**config.mk**
```make
export PLATFORM = sky130hd
export DESIGN_NAME = ro_trng_core
export DESIGN_NICKNAME = d
export VERILOG_FILES = /design/src/rtl/ro_trng_core.sv
export SDC_FILE = /design/constraint.sdc
export NUM_CORES = 1
export LEC_CHECK = 0
export BUFFER_PORTS_ARGS = -buffer_cell sky130_fd_sc_hd__buf_2
export CORE_MARGIN = 3
export CORE_UTILIZATION = 40
export DETAILED_ROUTE_END_ITERATION = 6
export PLACE_DENSITY_LB_ADDON = 0.15
export SLEW_MARGIN = 20
export SYNTH_ARGS = -nofsm -noshare
export SYNTH_HDL_FRONTEND = slang
export SYNTH_SLANG_ARGS = --single-unit
```
**constraint.sdc**
```tcl
create_clock -name clk_i -period 2.75 [get_ports clk_i]
set_input_delay 0.1375 -clock clk_i [delete_from_list [all_inputs] [get_ports clk_i]]
set_output_delay 0.1375 -clock clk_i [all_outputs]
set_load 0.01 [all_outputs]
```
**src/rtl/ro_trng_core.sv**
```systemverilog
// Ring-oscillator entropy core: sync, tick sampling, XOR, von Neumann debias, word packing.
// Build option: define TRNG_HEALTH_TEST_EN to add the repetition-count health test on raw bits.
module ro_trng_core #(
    parameter int NUM_RO         = 4,
    parameter int RO_LENGTH      = 13,
    parameter int RO_LENGTH_STEP = 2,
    parameter int WORD_WIDTH     = 32,
    parameter int SAMPLE_DIV     = 8,
    parameter int WARMUP_CYCLES  = 64,
    parameter int RCT_CUTOFF     = 16
) (
    input  logic                  clk_i,
    input  logic                  rst_ni,
    input  logic                  enable_i,
    output logic [WORD_WIDTH-1:0] data_o,
    output logic                  valid_o,
    input  logic                  ready_i,
    output logic                  busy_o,
    output logic                  dropped_o,
    output logic                  alarm_o
);
    // state  | meaning
    // IDLE   | rings stopped, datapath flushed, output word held until drained
    // WARMUP | rings running, sampling held off for WARMUP_CYCLES cycles
    // RUN    | sampling on each tick, debiasing and packing words
    typedef enum logic [1:0] {IDLE, WARMUP, RUN} state_t;

    localparam int RO_MAX = RO_LENGTH + (NUM_RO - 1) * RO_LENGTH_STEP;
    localparam int RW     = $clog2(RO_MAX);
    localparam int CW     = $clog2(WORD_WIDTH + 1);
    localparam int SW     = (SAMPLE_DIV > 1) ? $clog2(SAMPLE_DIV) : 1;
    localparam int UW     = (WARMUP_CYCLES > 1) ? $clog2(WARMUP_CYCLES) : 1;
    localparam logic [CW-1:0] WORD_FULL = CW'(WORD_WIDTH);
    localparam logic [SW-1:0] SMP_LAST  = SW'(SAMPLE_DIV - 1);
    localparam logic [UW-1:0] WU_LOAD   = UW'(WARMUP_CYCLES - 1);

    state_t            state;
    logic [UW-1:0]     wu_cnt;
    logic              ro_stop;
    logic [NUM_RO-1:0] ro_bits;
    logic [NUM_RO-1:0] ro_q;
    logic [RW-1:0]     ro_dly [NUM_RO];
    logic [NUM_RO-1:0] sync1, sync2;

    assign ro_stop = (state == IDLE);

    // Clocked stand-in for the inverter rings; the hard ring macros drive ro_bits at integration.
    always_ff @(posedge clk_i or negedge rst_ni) begin
        if (!rst_ni) begin
            ro_q <= '0;
            for (int k = 0; k < NUM_RO; k++) ro_dly[k] <= '0;
        end else begin
            for (int k = 0; k < NUM_RO; k++) begin
                if (ro_stop || ro_dly[k] == '0)
                    ro_dly[k] <= RW'(RO_LENGTH + k * RO_LENGTH_STEP - 1);
                else
                    ro_dly[k] <= ro_dly[k] - RW'(1);
                if (!ro_stop && ro_dly[k] == '0) ro_q[k] <= ~ro_q[k];
            end
        end
    end

    assign ro_bits = ro_q;

    always_ff @(posedge clk_i or negedge rst_ni) begin
        if (!rst_ni) begin
            sync1 <= '0;
            sync2 <= '0;
        end else begin
            sync1 <= ro_bits;
            sync2 <= sync1;
        end
    end

    always_ff @(posedge clk_i or negedge rst_ni) begin
        if (!rst_ni) begin
            state  <= IDLE;
            wu_cnt <= '0;
            busy_o <= 1'b0;
        end else begin
            case (state)
                IDLE: if (enable_i) begin
                    state  <= WARMUP;
                    wu_cnt <= WU_LOAD;
                    busy_o <= 1'b1;
                end
                WARMUP: if (!enable_i) begin
                    state  <= IDLE;
                    busy_o <= 1'b0;
                end else if (wu_cnt == '0) begin
                    state <= RUN;
                end else begin
                    wu_cnt <= wu_cnt - UW'(1);
                end
                RUN: if (!enable_i) begin
                    state  <= IDLE;
                    busy_o <= 1'b0;
                end
                default: begin
                    state  <= IDLE;
                    busy_o <= 1'b0;
                end
            endcase
        end
    end

    logic [SW-1:0]         smp_cnt;
    logic                  tick;
    logic                  raw_vld, raw_q;
    logic                  pair_have, pair_first;
    logic                  db_vld, db_bit;
    logic [WORD_WIDTH-1:0] acc;
    logic [CW-1:0]         bit_cnt;
    logic                  word_full;

    assign tick      = (state == RUN) && (smp_cnt == SMP_LAST);
    assign word_full = (bit_cnt == WORD_FULL);

`ifdef TRNG_HEALTH_TEST_EN
    localparam int RCW = $clog2(RCT_CUTOFF + 1);
    localparam logic [RCW-1:0] RCT_LIMIT = RCW'(RCT_CUTOFF);

    logic [RCW-1:0] rct_cnt;
    logic           rct_last;
    logic           alarm_q;

    always_ff @(posedge clk_i or negedge rst_ni) begin
        if (!rst_ni) begin
            rct_cnt  <= '0;
            rct_last <= 1'b0;
            alarm_q  <= 1'b0;
        end else begin
            if (rct_cnt == RCT_LIMIT) alarm_q <= 1'b1;
            if (state == IDLE) begin
                rct_cnt <= '0;
            end else if (raw_vld) begin
                rct_last <= raw_q;
                if (rct_cnt == '0 || raw_q != rct_last) rct_cnt <= RCW'(1);
                else if (rct_cnt != RCT_LIMIT)          rct_cnt <= rct_cnt + RCW'(1);
            end
        end
    end

    assign alarm_o = alarm_q;
`else
    assign alarm_o = 1'b0;
`endif

    always_ff @(posedge clk_i or negedge rst_ni) begin
        if (!rst_ni) begin
            smp_cnt    <= '0;
            raw_vld    <= 1'b0;
            raw_q      <= 1'b0;
            pair_have  <= 1'b0;
            pair_first <= 1'b0;
            db_vld     <= 1'b0;
            db_bit     <= 1'b0;
            acc        <= '0;
            bit_cnt    <= '0;
        end else if (state == IDLE) begin
            smp_cnt   <= '0;
            raw_vld   <= 1'b0;
            pair_have <= 1'b0;
            db_vld    <= 1'b0;
            acc       <= '0;
            bit_cnt   <= '0;
        end else begin
            if (state == RUN) smp_cnt <= tick ? '0 : smp_cnt + SW'(1);
            raw_vld <= tick;
            if (tick) raw_q <= ^sync2;

            // Pair (first, second): 10 emits 1, 01 emits 0, equal pairs are discarded.
            db_vld <= 1'b0;
            if (raw_vld) begin
                if (!pair_have) begin
                    pair_have  <= 1'b1;
                    pair_first <= raw_q;
                end else begin
                    pair_have <= 1'b0;
                    db_vld    <= (pair_first != raw_q);
                    db_bit    <= pair_first;
                end
            end

            if (alarm_o) begin
                acc     <= '0;
                bit_cnt <= '0;
            end else if (word_full) begin
                acc     <= db_vld ? WORD_WIDTH'(db_bit) : '0;
                bit_cnt <= db_vld ? CW'(1) : '0;
            end else if (db_vld) begin
                acc     <= acc | (WORD_WIDTH'(db_bit) << bit_cnt);
                bit_cnt <= bit_cnt + CW'(1);
            end
        end
    end

    always_ff @(posedge clk_i or negedge rst_ni) begin
        if (!rst_ni) begin
            data_o    <= '0;
            valid_o   <= 1'b0;
            dropped_o <= 1'b0;
        end else begin
            if (valid_o && ready_i) valid_o <= 1'b0;
            if (word_full && state != IDLE && !alarm_o) begin
                if (!valid_o || ready_i) begin
                    data_o  <= acc;
                    valid_o <= 1'b1;
                end else begin
                    dropped_o <= 1'b1;
                end
            end
        end
    end

endmodule

```
==> run metrics, run 1 <==
status=finished, final reports clean; Final nets=504; Post-Synth Simple-Gate Area=0.158; first-pass GRT wire length=16.0 mm; all-layer global routing usage=0.141; Starting Density=0.415; VDD IR max=0.641 mV; global-route met1 utilization=0.172; Clock Sinks=122; sequential area share after synthesis=0.602; post-synthesis mux area share=0.0817; mean post-synth cell area=11.5 um2; startpoint types=flip-flop; setup TNS=0 ns; Post-synth EDFFs=0; Clock Tree Buf Depth=2; clk slew on worst S/H paths=0.05 ns; DRT iter0 DRCs=134; crit share post-route=0.853; Worst slew margin=0.501; hold buffers post-CTS=1; drt pass-1 iters=4; worst r2r dst=data_o[1]$_DFFE_PN0P_; CTS tree=built; Net Sw Frac=0.263; Final min period=2.35 ns; post-DP HPWL=6.06 mm; largest area contributor in the synthesized netlist=dfrtp_1; Min-Delay Path Class=input pin to flip-flop; post-synthesis cell area=5070 um2; CP Data Arrival Time=2.63 ns; internal power component=0.00386 W; Boundary Pins=40; GPL Wtd Cong=0.757; Synth Area in XOR/XNOR=0.0294; combinational share of power=0.153; Inserted Clock Buffers=17; hold_sp=enable_i; CP startpoint=bit_cnt[1]$_DFFE_PN0P_; warnings from Yosys=0; LEAKAGE=2.88 nW; num rows=40; synth top area cells=dfrtp_1 (60%), mux2_2 (7.1%), nor2_1 (4.5%); Max Fanout on Critical Path=32; clock share of power=0.437; reg2reg setup slack=0.40 ns; Final Max Tran Viols=0; Compound-Gate Fraction of Synth Area=0.0629; Congestion Overflow GR=0; dpl cell area=5450 um2; Final Hold Viols=0; Die H=119 um; final WL=9.22 mm; end of the critical path=data_o[1]$_DFFE_PN0P_; P&R area growth vs syn=19.8%; full die area=14100 um2; Antenna diodes=0; Reg2Reg Depth=7; CTS-repair resized insts=0; Synth Area in Adders=0.0321; ys async rst share=1.00; via density per instance=4.90; pre-CTS setup slack=0.401 ns; Worst R2R Start=bit_cnt[1]$_DFFE_PN0P_; Final Worst Setup Slack=0.404 ns; via count of the first global-routing pass=3389; register share of total power=0.410; Core Area=12200 um2; CP Capture Type=flip-flop; layout cells sized above 1=0.236; GR Layer Usage met3=0.0431; die width=119 um; Seq cells post-synth=122; WP data required=3.03 ns; RSZ-0062 raised after global routing=false; Layout Skew=0.0156 ns; Post-Synthesis Net Count=457; Setup Buffers After CTS=0; largest family of logic cells by synthesized area=simple AND/OR/NAND/NOR gates; endpoints failing setup=0; power after layout=0.00523 W; net switching power=0.00137 W; Mapped Cells=440; global routing's busiest layer=met2; Root Buffer=clkbuf_16; Setup CP Type=flip-flop to flip-flop; clk_lat worst skew=0.41 ns; Slew @ Worst Pin=0.749 ns; post-route cell area=6080 um2; post-synth top area share=0.602; vias post-DR=3271; pin count of the biggest net entering global routing=62; H-Tree Depth=4; # port buffers=38; post-route ant nets=0; met2 Resource Use GR=0.238; max cap viols=0; initial antenna violation count=0; Power Density=861 nW/um2; Cell variety after synth=42; fmax=426 MHz; DRC=0; worst hold margin=0.0972 ns; Post-synth top flop=dfrtp_1; wire per inst=13.8 um
[placed cells by master, fill, tap and decap left out, types with 5 or more instances in the layout]
| cell | n |
|---|---|
| inv_1 | 15 |
| a21oi_1 | 39 |
| nand3_1 | 7 |
| mux2_2 | 32 |
| xor2_1 | 10 |
| dfrtp_1 | 122 |
| nor2_1 | 61 |
| buf_2 | 37 |
| nand2_1 | 17 |
| nor3b_1 | 5 |
| xnor2_1 | 7 |
| ha_1 | 13 |
| nor4_1 | 5 |
| nand2b_1 | 12 |
| clkbuf_16 | 17 |
| nor3_1 | 20 |
| clkbuf_8 | 5 |
| buf_4 | 10 |
| o21ai_0 | 7 |
[cell type report]
cell class	instances	area, um2
Fill cell	1139	6140
Clock buffer	25	505
Sequential cell	122	3050
Timing Repair Buffer	49	290
Multi-Input combinational cell	282	1850
Inverter	15	56.3
Clock inverter	6	110
Tap cell	168	210
[worst max-delay path: stages (launching register included)]
cell      delay [ns]
dfrtp_1         0.47
inv_1           0.18
ha_1            0.17
nand2b_1        0.07
or4b_4          0.54
nor3_4          0.22
buf_12          0.23
mux2_2          0.36
[per-stage QoR]
step	util	cells
final	0.498	667
after global routing	0.498	667
after global placement	0.446	635
after detailed placement	0.446	635
after floorplan	-	440
after CTS	0.498	667
[power by group through the flow]
stage          sequential (W)  combinational (W)  clock (W)
6_report              0.00215           0.000801    0.00228
5_1_grt               0.00218           0.000936    0.00243
4_1_cts               0.00215           0.000822    0.00234
3_5_place_dp          0.00217           0.000815          0
3_3_place_gp          0.00217           0.000796          0
2_1_floorplan         0.00215           0.000623          0
[cell usage after synthesis (2+ instances only)]
| master | n |
|---|---|
| a311oi_1 | 2 |
| buf_2 | 4 |
| nand3b_1 | 4 |
| mux2_2 | 32 |
| nor2b_1 | 3 |
| inv_1 | 15 |
| or3_1 | 4 |
| nor4b_1 | 3 |
| ha_1 | 13 |
| nand2_1 | 17 |
| xor2_1 | 10 |
| dfrtp_1 | 122 |
| nand3_1 | 7 |
| nand4_1 | 4 |
| mux2_1 | 3 |
| nor3_1 | 20 |
| mux2i_1 | 2 |
| nor4_1 | 5 |
| nor3b_1 | 5 |
| xnor2_1 | 7 |
| clkbuf_1 | 13 |
| or3b_2 | 3 |
| nand2b_1 | 12 |
| a21oi_1 | 39 |
| or2_2 | 4 |
| a211oi_1 | 2 |
| o21ai_0 | 7 |
| nor2_1 | 61 |
| buf_6 | 3 |
| o211ai_1 | 2 |
[worst min-delay path by stage]
| stage | end | slack [ns] | cells past startpoint |
|---|---|---|---|
| after detailed placement | acc[29]$_DFFE_PN0P_ | 0.26 | 1 |
| final | busy_o$_DFFE_PN0P_ | 0.1 | 3 |
| after floorplan | acc[0]$_DFFE_PN0P_ | -0.16 | 0 |
| after global placement | acc[29]$_DFFE_PN0P_ | 0.26 | 1 |
| after CTS | busy_o$_DFFE_PN0P_ | 0.09 | 3 |
| after global routing | dropped_o$_DFFE_PN0P_ | 0.12 | 3 |
[flip-flops by register name, indices dropped and copies added (netlist names), 2 cells and up]
signal   cells
ro_bits      4
sync1        4
smp_cnt      3
ro_dly      20
wu_cnt       6
data_o      32
bit_cnt      6
state        2
sync2        4
acc         32
[logic make-up after synthesis]
| kind of cell | after synthesis |
|---|---|
| fa+ha+maj | 13 |
| mux | 37 |
| flops | 122 |
| simple gates | 157 |
| other cells | 1 |
| buf+inv | 36 |
| compound gates | 57 |
| xor+xnor | 17 |
[layer usage]
layer,routed length [um],share of wire
met5,0,0
met4,65,0.0070
met3,297,0.032
met2,4580,0.50
met1,4280,0.46
(Power assumes the default switching activity.)
==> inputs of run 2 (changes only) <==
--- a/config.mk
+++ b/config.mk
@@ -10,6 +10,8 @@
 export CORE_UTILIZATION = 40
 export DETAILED_ROUTE_END_ITERATION = 6
 export PLACE_DENSITY_LB_ADDON = 0.15
+export REMOVE_ABC_BUFFERS = 1
+export SKIP_CTS_REPAIR_TIMING = 1
 export SLEW_MARGIN = 20
 export SYNTH_ARGS = -nofsm -noshare
 export SYNTH_HDL_FRONTEND = slang
==> constraint.sdc (replaced) <==
create_clock -name clk_i -period 3 [get_ports clk_i]
set_input_delay 0.15 -clock clk_i [delete_from_list [all_inputs] [get_ports clk_i]]
set_output_delay 0.15 -clock clk_i [all_outputs]
set_load 0.01 [all_outputs]
==> run metrics, run 2 (synthesized netlist as in run 1, its figures left out) <==
status=finished, final reports clean; Congestion Overflow GR=0; final WL=8.99 mm; P&R area growth vs syn=20.9%; Slew @ Worst Pin=0.904 ns; Final min period=2.43 ns; # port buffers=38; CP Data Arrival Time=2.72 ns; wire per inst=13.5 um; Die H=119 um; H-Tree Depth=4; commonest non-fill, non-tap cell in the layout=dfrtp_1; Reg2Reg Depth=7; post-route ant nets=0; setup TNS=0 ns; CTS tree=built; Clock Sinks=122; drt pass-1 iters=4; Layout Skew=0.00979 ns; Register Area=3050 um2; Antenna diodes=0; initial antenna violation count=0; clk slew on worst S/H paths=0.05 ns; full die area=14100 um2; layout cells sized above 1=0.244; GPL Wtd Cong=0.827; via density per instance=4.91; Setup CP Type=flip-flop to flip-flop; all-layer global routing usage=0.140; VDD IR max=0.663 mV; Final nets=504; worst hold margin=0.0809 ns; clk_lat worst skew=0.41 ns; post-layout util=0.502; power after layout=0.00502 W; Max Fanout on Critical Path=22; CP Capture Type=flip-flop; fmax=411 MHz; LEAKAGE=2.91 nW; die width=119 um; multi-input logic area=1850 um2; vias post-DR=3280; Root Buffer=clkbuf_16; worst-path cell chain=inv_1 > ha_1 > nand2b_1 > or4b_4 > nor3_4 > buf_4 > mux2_2; post-DP HPWL=5.94 mm; Boundary Pins=40; Final Hold Viols=0; Worst slew margin=0.389; Clock Tree Buf Depth=2; RSZ-0062 raised after global routing=false; pin count of the biggest net entering global routing=62; max cap viols=0; num rows=40; DRC=0; first-pass GRT wire length=15.7 mm; Core Area=12200 um2; Inserted Clock Buffers=17; slowest stage delay, CP=0.54 ns; Final Worst Setup Slack=0.566 ns; startpoint types=flip-flop; endpoints failing setup=0; Min-Delay Path Class=input pin to asynchronous set/reset pin; Largest regs=acc (32), data_o (32), ro_dly (20); via count of the first global-routing pass=3182; DRT iter0 DRCs=149; Power Density=819 nW/um2; Starting Density=0.415; crit path max-delay cell type=or4b_4; crit share post-route=0.811; Final Max Tran Viols=0; Fillers=1108; pre-CTS setup slack=0.583 ns; most frequent cells in the layout=dfrtp_1 (122), nor2_1 (61), a21oi_1 (39); WP data required=3.29 ns
## run 2: report_power, final
group	leakage, nW	total, W	internal [W]	switching, W
Sequential	1.58	0.00196	0.00183	0.000128
Combinational	0.999	0.000736	0.000289	0.000446
Clock	0.331	0.00232	0.00159	0.000734
Total	2.91	0.00502	0.00371	0.00131
## run 2: metrics by stage
step,instance area [um2],instances
final,6130,668
after global routing,6130,668
after CTS,6120,667
after detailed placement,5440,635
after global placement,5440,635
after floorplan,4960,419
## run 2: final timing paths
check / to / slack [ns] / startpoint
min: data_o[1]$_DFFE_PN0P_ / 0.08 / rst_ni
max in group asynchronous: ro_dly[7]$_DFF_PN0_ / 2.01 / rst_ni
max reg2reg: data_o[23]$_DFFE_PN0P_ / 0.57 / bit_cnt[1]$_DFFE_PN0P_
max: data_o[23]$_DFFE_PN0P_ / 0.57 / bit_cnt[1]$_DFFE_PN0P_
min in group clk_i: busy_o$_DFFE_PN0P_ / 0.11 / enable_i
min reg2reg: sync2[3]$_DFF_PN0_ / 0.34 / sync1[3]$_DFF_PN0_
## run 2: critical path: cells and delay by family (launching register included)
kind	cells	cell delay [ns]
buffers and inverters	2	0.49
flip-flops	1	0.47
adder cells (fa/ha/maj)	1	0.17
multiplexers	1	0.37
AND/OR/NAND/NOR	3	0.80
## run 2: cell type report
cell class / count / share of cell area
clock buffer: 18 / 0.0717
inverter: 15 / 0.00919
timing repair buffer: 49 / 0.0453
sequential: 122 / 0.498
clock inverter: 14 / 0.0394
tap: 168 / 0.0343
multi-input combinational: 282 / 0.302
## run 2: routing by layer
metal	GRT usage	part of all wire	up-vias
li1	-	-	1607
met1	0.179	0.47	1616
met2	0.212	0.48	44
met3	0.0598	0.038	13
met4	0.0521	0.015	0
met5	0	0	-
==> inputs of run 3 (changes only) <==
==> constraint.sdc (replaced) <==
create_clock -name clk_i -period 2.1 [get_ports clk_i]
set_input_delay 0.105 -clock clk_i [delete_from_list [all_inputs] [get_ports clk_i]]
set_output_delay 0.105 -clock clk_i [all_outputs]
set_load 0.01 [all_outputs]
==> run metrics, run 3 (synthesized netlist as in run 1, its figures left out) <==
crit path max-delay cell type=or4b_4; Die H=119 um; endpoints failing setup=16; Clock Sinks=122; vias post-DR=3351; via density per instance=4.91; Final Hold Viols=0; worst-path cell chain=inv_2 > ha_4 > nand2b_4 > or4b_4 > nor3_4 > buf_12 > clkbuf_16 > mux2_4; CTS tree=built; max cap viols=0; die width=119 um; DRT iter0 DRCs=210; dpl cells=647; multi-input logic area=1990 um2; all-layer global routing usage=0.143; post-route ant nets=0; num rows=40; Final Max Tran Viols=0; RSZ-0062 raised after global routing=true; Register Area=3050 um2; most frequent cells in the layout=dfrtp_1 (122), nor2_1 (61), a21oi_1 (39); DRC=0; CP Capture Type=flip-flop; slowest stage delay, CP=0.53 ns; WP data required=2.39 ns; Antenna diodes=0; pre-CTS setup slack=-0.000328 ns; status=complete, but fails checks; Core Area=12200 um2; post-route insts no fill=682; GPL Wtd Cong=0.722; violated checks=negative setup slack; initial antenna violation count=0; Final Worst Setup Slack=-0.0299 ns; startpoint types=flip-flop; Slew @ Worst Pin=0.679 ns; first-pass GRT wire length=16.0 mm; post-layout util=0.524; Fillers=1101; Congestion Overflow GR=0; full die area=14100 um2; Setup CP Type=flip-flop to flip-flop; Final nets=520; worst hold margin=0.0673 ns; final WL=9.79 mm; Starting Density=0.415; # port buffers=38; drt pass-1 iters=5; wire per inst=14.4 um; setup TNS=-0.330 ns; pin count of the biggest net entering global routing=123; VDD IR max=0.754 mV; Inserted Clock Buffers=17; delay-heaviest family, CP=simple AND/OR/NAND/NOR gates; post-DP HPWL=5.74 mm; Root Buffer=clkbuf_16; Min-Delay Path Class=input pin to flip-flop; clk_lat worst skew=0.41 ns; via count of the first global-routing pass=3220; Final min period=2.13 ns; CP Data Arrival Time=2.42 ns; Power Density=1070 nW/um2; commonest non-fill, non-tap cell in the layout=dfrtp_1; Largest regs=acc (32), data_o (32), ro_dly (20); Clock Tree Buf Depth=2; Crit path buffers/inverters=3; P&R area growth vs syn=26.2%; Worst slew margin=0.541; fmax=470 MHz; clk slew on worst S/H paths=0.05 ns; layout cells sized above 1=0.272; Boundary Pins=40; H-Tree Depth=4; crit share post-route=1.01; LEAKAGE=3.01 nW; Max Fanout on Critical Path=8; Layout Skew=0.00859 ns
[run 3: worst paths after layout]
| path | startpoint | endpoint | slack, ns | cells past startpoint |
|---|---|---|---|---|
| max in group asynchronous | rst_ni | ro_dly[6]$_DFF_PN0_ | 1.25 | 3 |
| min | enable_i | busy_o$_DFFE_PN0P_ | 0.07 | 3 |
| min reg2reg | sync1[3]$_DFF_PN0_ | sync2[3]$_DFF_PN0_ | 0.34 | 0 |
| max reg2reg | bit_cnt[1]$_DFFE_PN0P_ | data_o[29]$_DFFE_PN0P_ | -0.03 | 8 |
| min in group asynchronous | rst_ni | data_o[1]$_DFFE_PN0P_ | 0.31 | 3 |
| max | bit_cnt[1]$_DFFE_PN0P_ | data_o[29]$_DFFE_PN0P_ | -0.03 | 8 |
[run 3: layout make-up]
type,count,area share
clock inverter,7,0.0182
tap,168,0.0328
sequential,122,0.477
multi-input combinational,282,0.311
clock buffer,23,0.0747
timing repair buffer,65,0.0774
inverter,15,0.00880
[run 3: power by group]
part | switching (W) | internal (W)
logic | 0.000637 | 0.000454
clock network | 0.000978 | 0.00194
registers | 0.000186 | 0.00262
[run 3: metrics by stage]
step | power [W] | instance area (um2)
final | 0.00682 | 6400
after global routing | 0.00723 | 6400
after CTS | 0.00691 | 6160
after detailed placement | 0.00396 | 5570
after global placement | 0.00392 | 5570
after floorplan | 0.00357 | 4960
[run 3: metal layers]
metal	part of all wire	vias up	wire [um]	GRT usage
met4	0.015	0	151	0.0608
met5	0	-	0	0
met1	0.47	1650	4640	0.186
li1	-	1632	-	-
met2	0.47	57	4640	0.218
met3	0.037	12	362	0.0478
[run 3: worst reg2reg max path: stages, from the launching register on]
cell and delay [ns]:
dfrtp_1 0.38, inv_2 0.09, ha_4 0.15, nand2b_4 0.05, or4b_4 0.53, nor3_4 0.17
buf_12 0.16, clkbuf_16 0.18, mux2_4 0.30
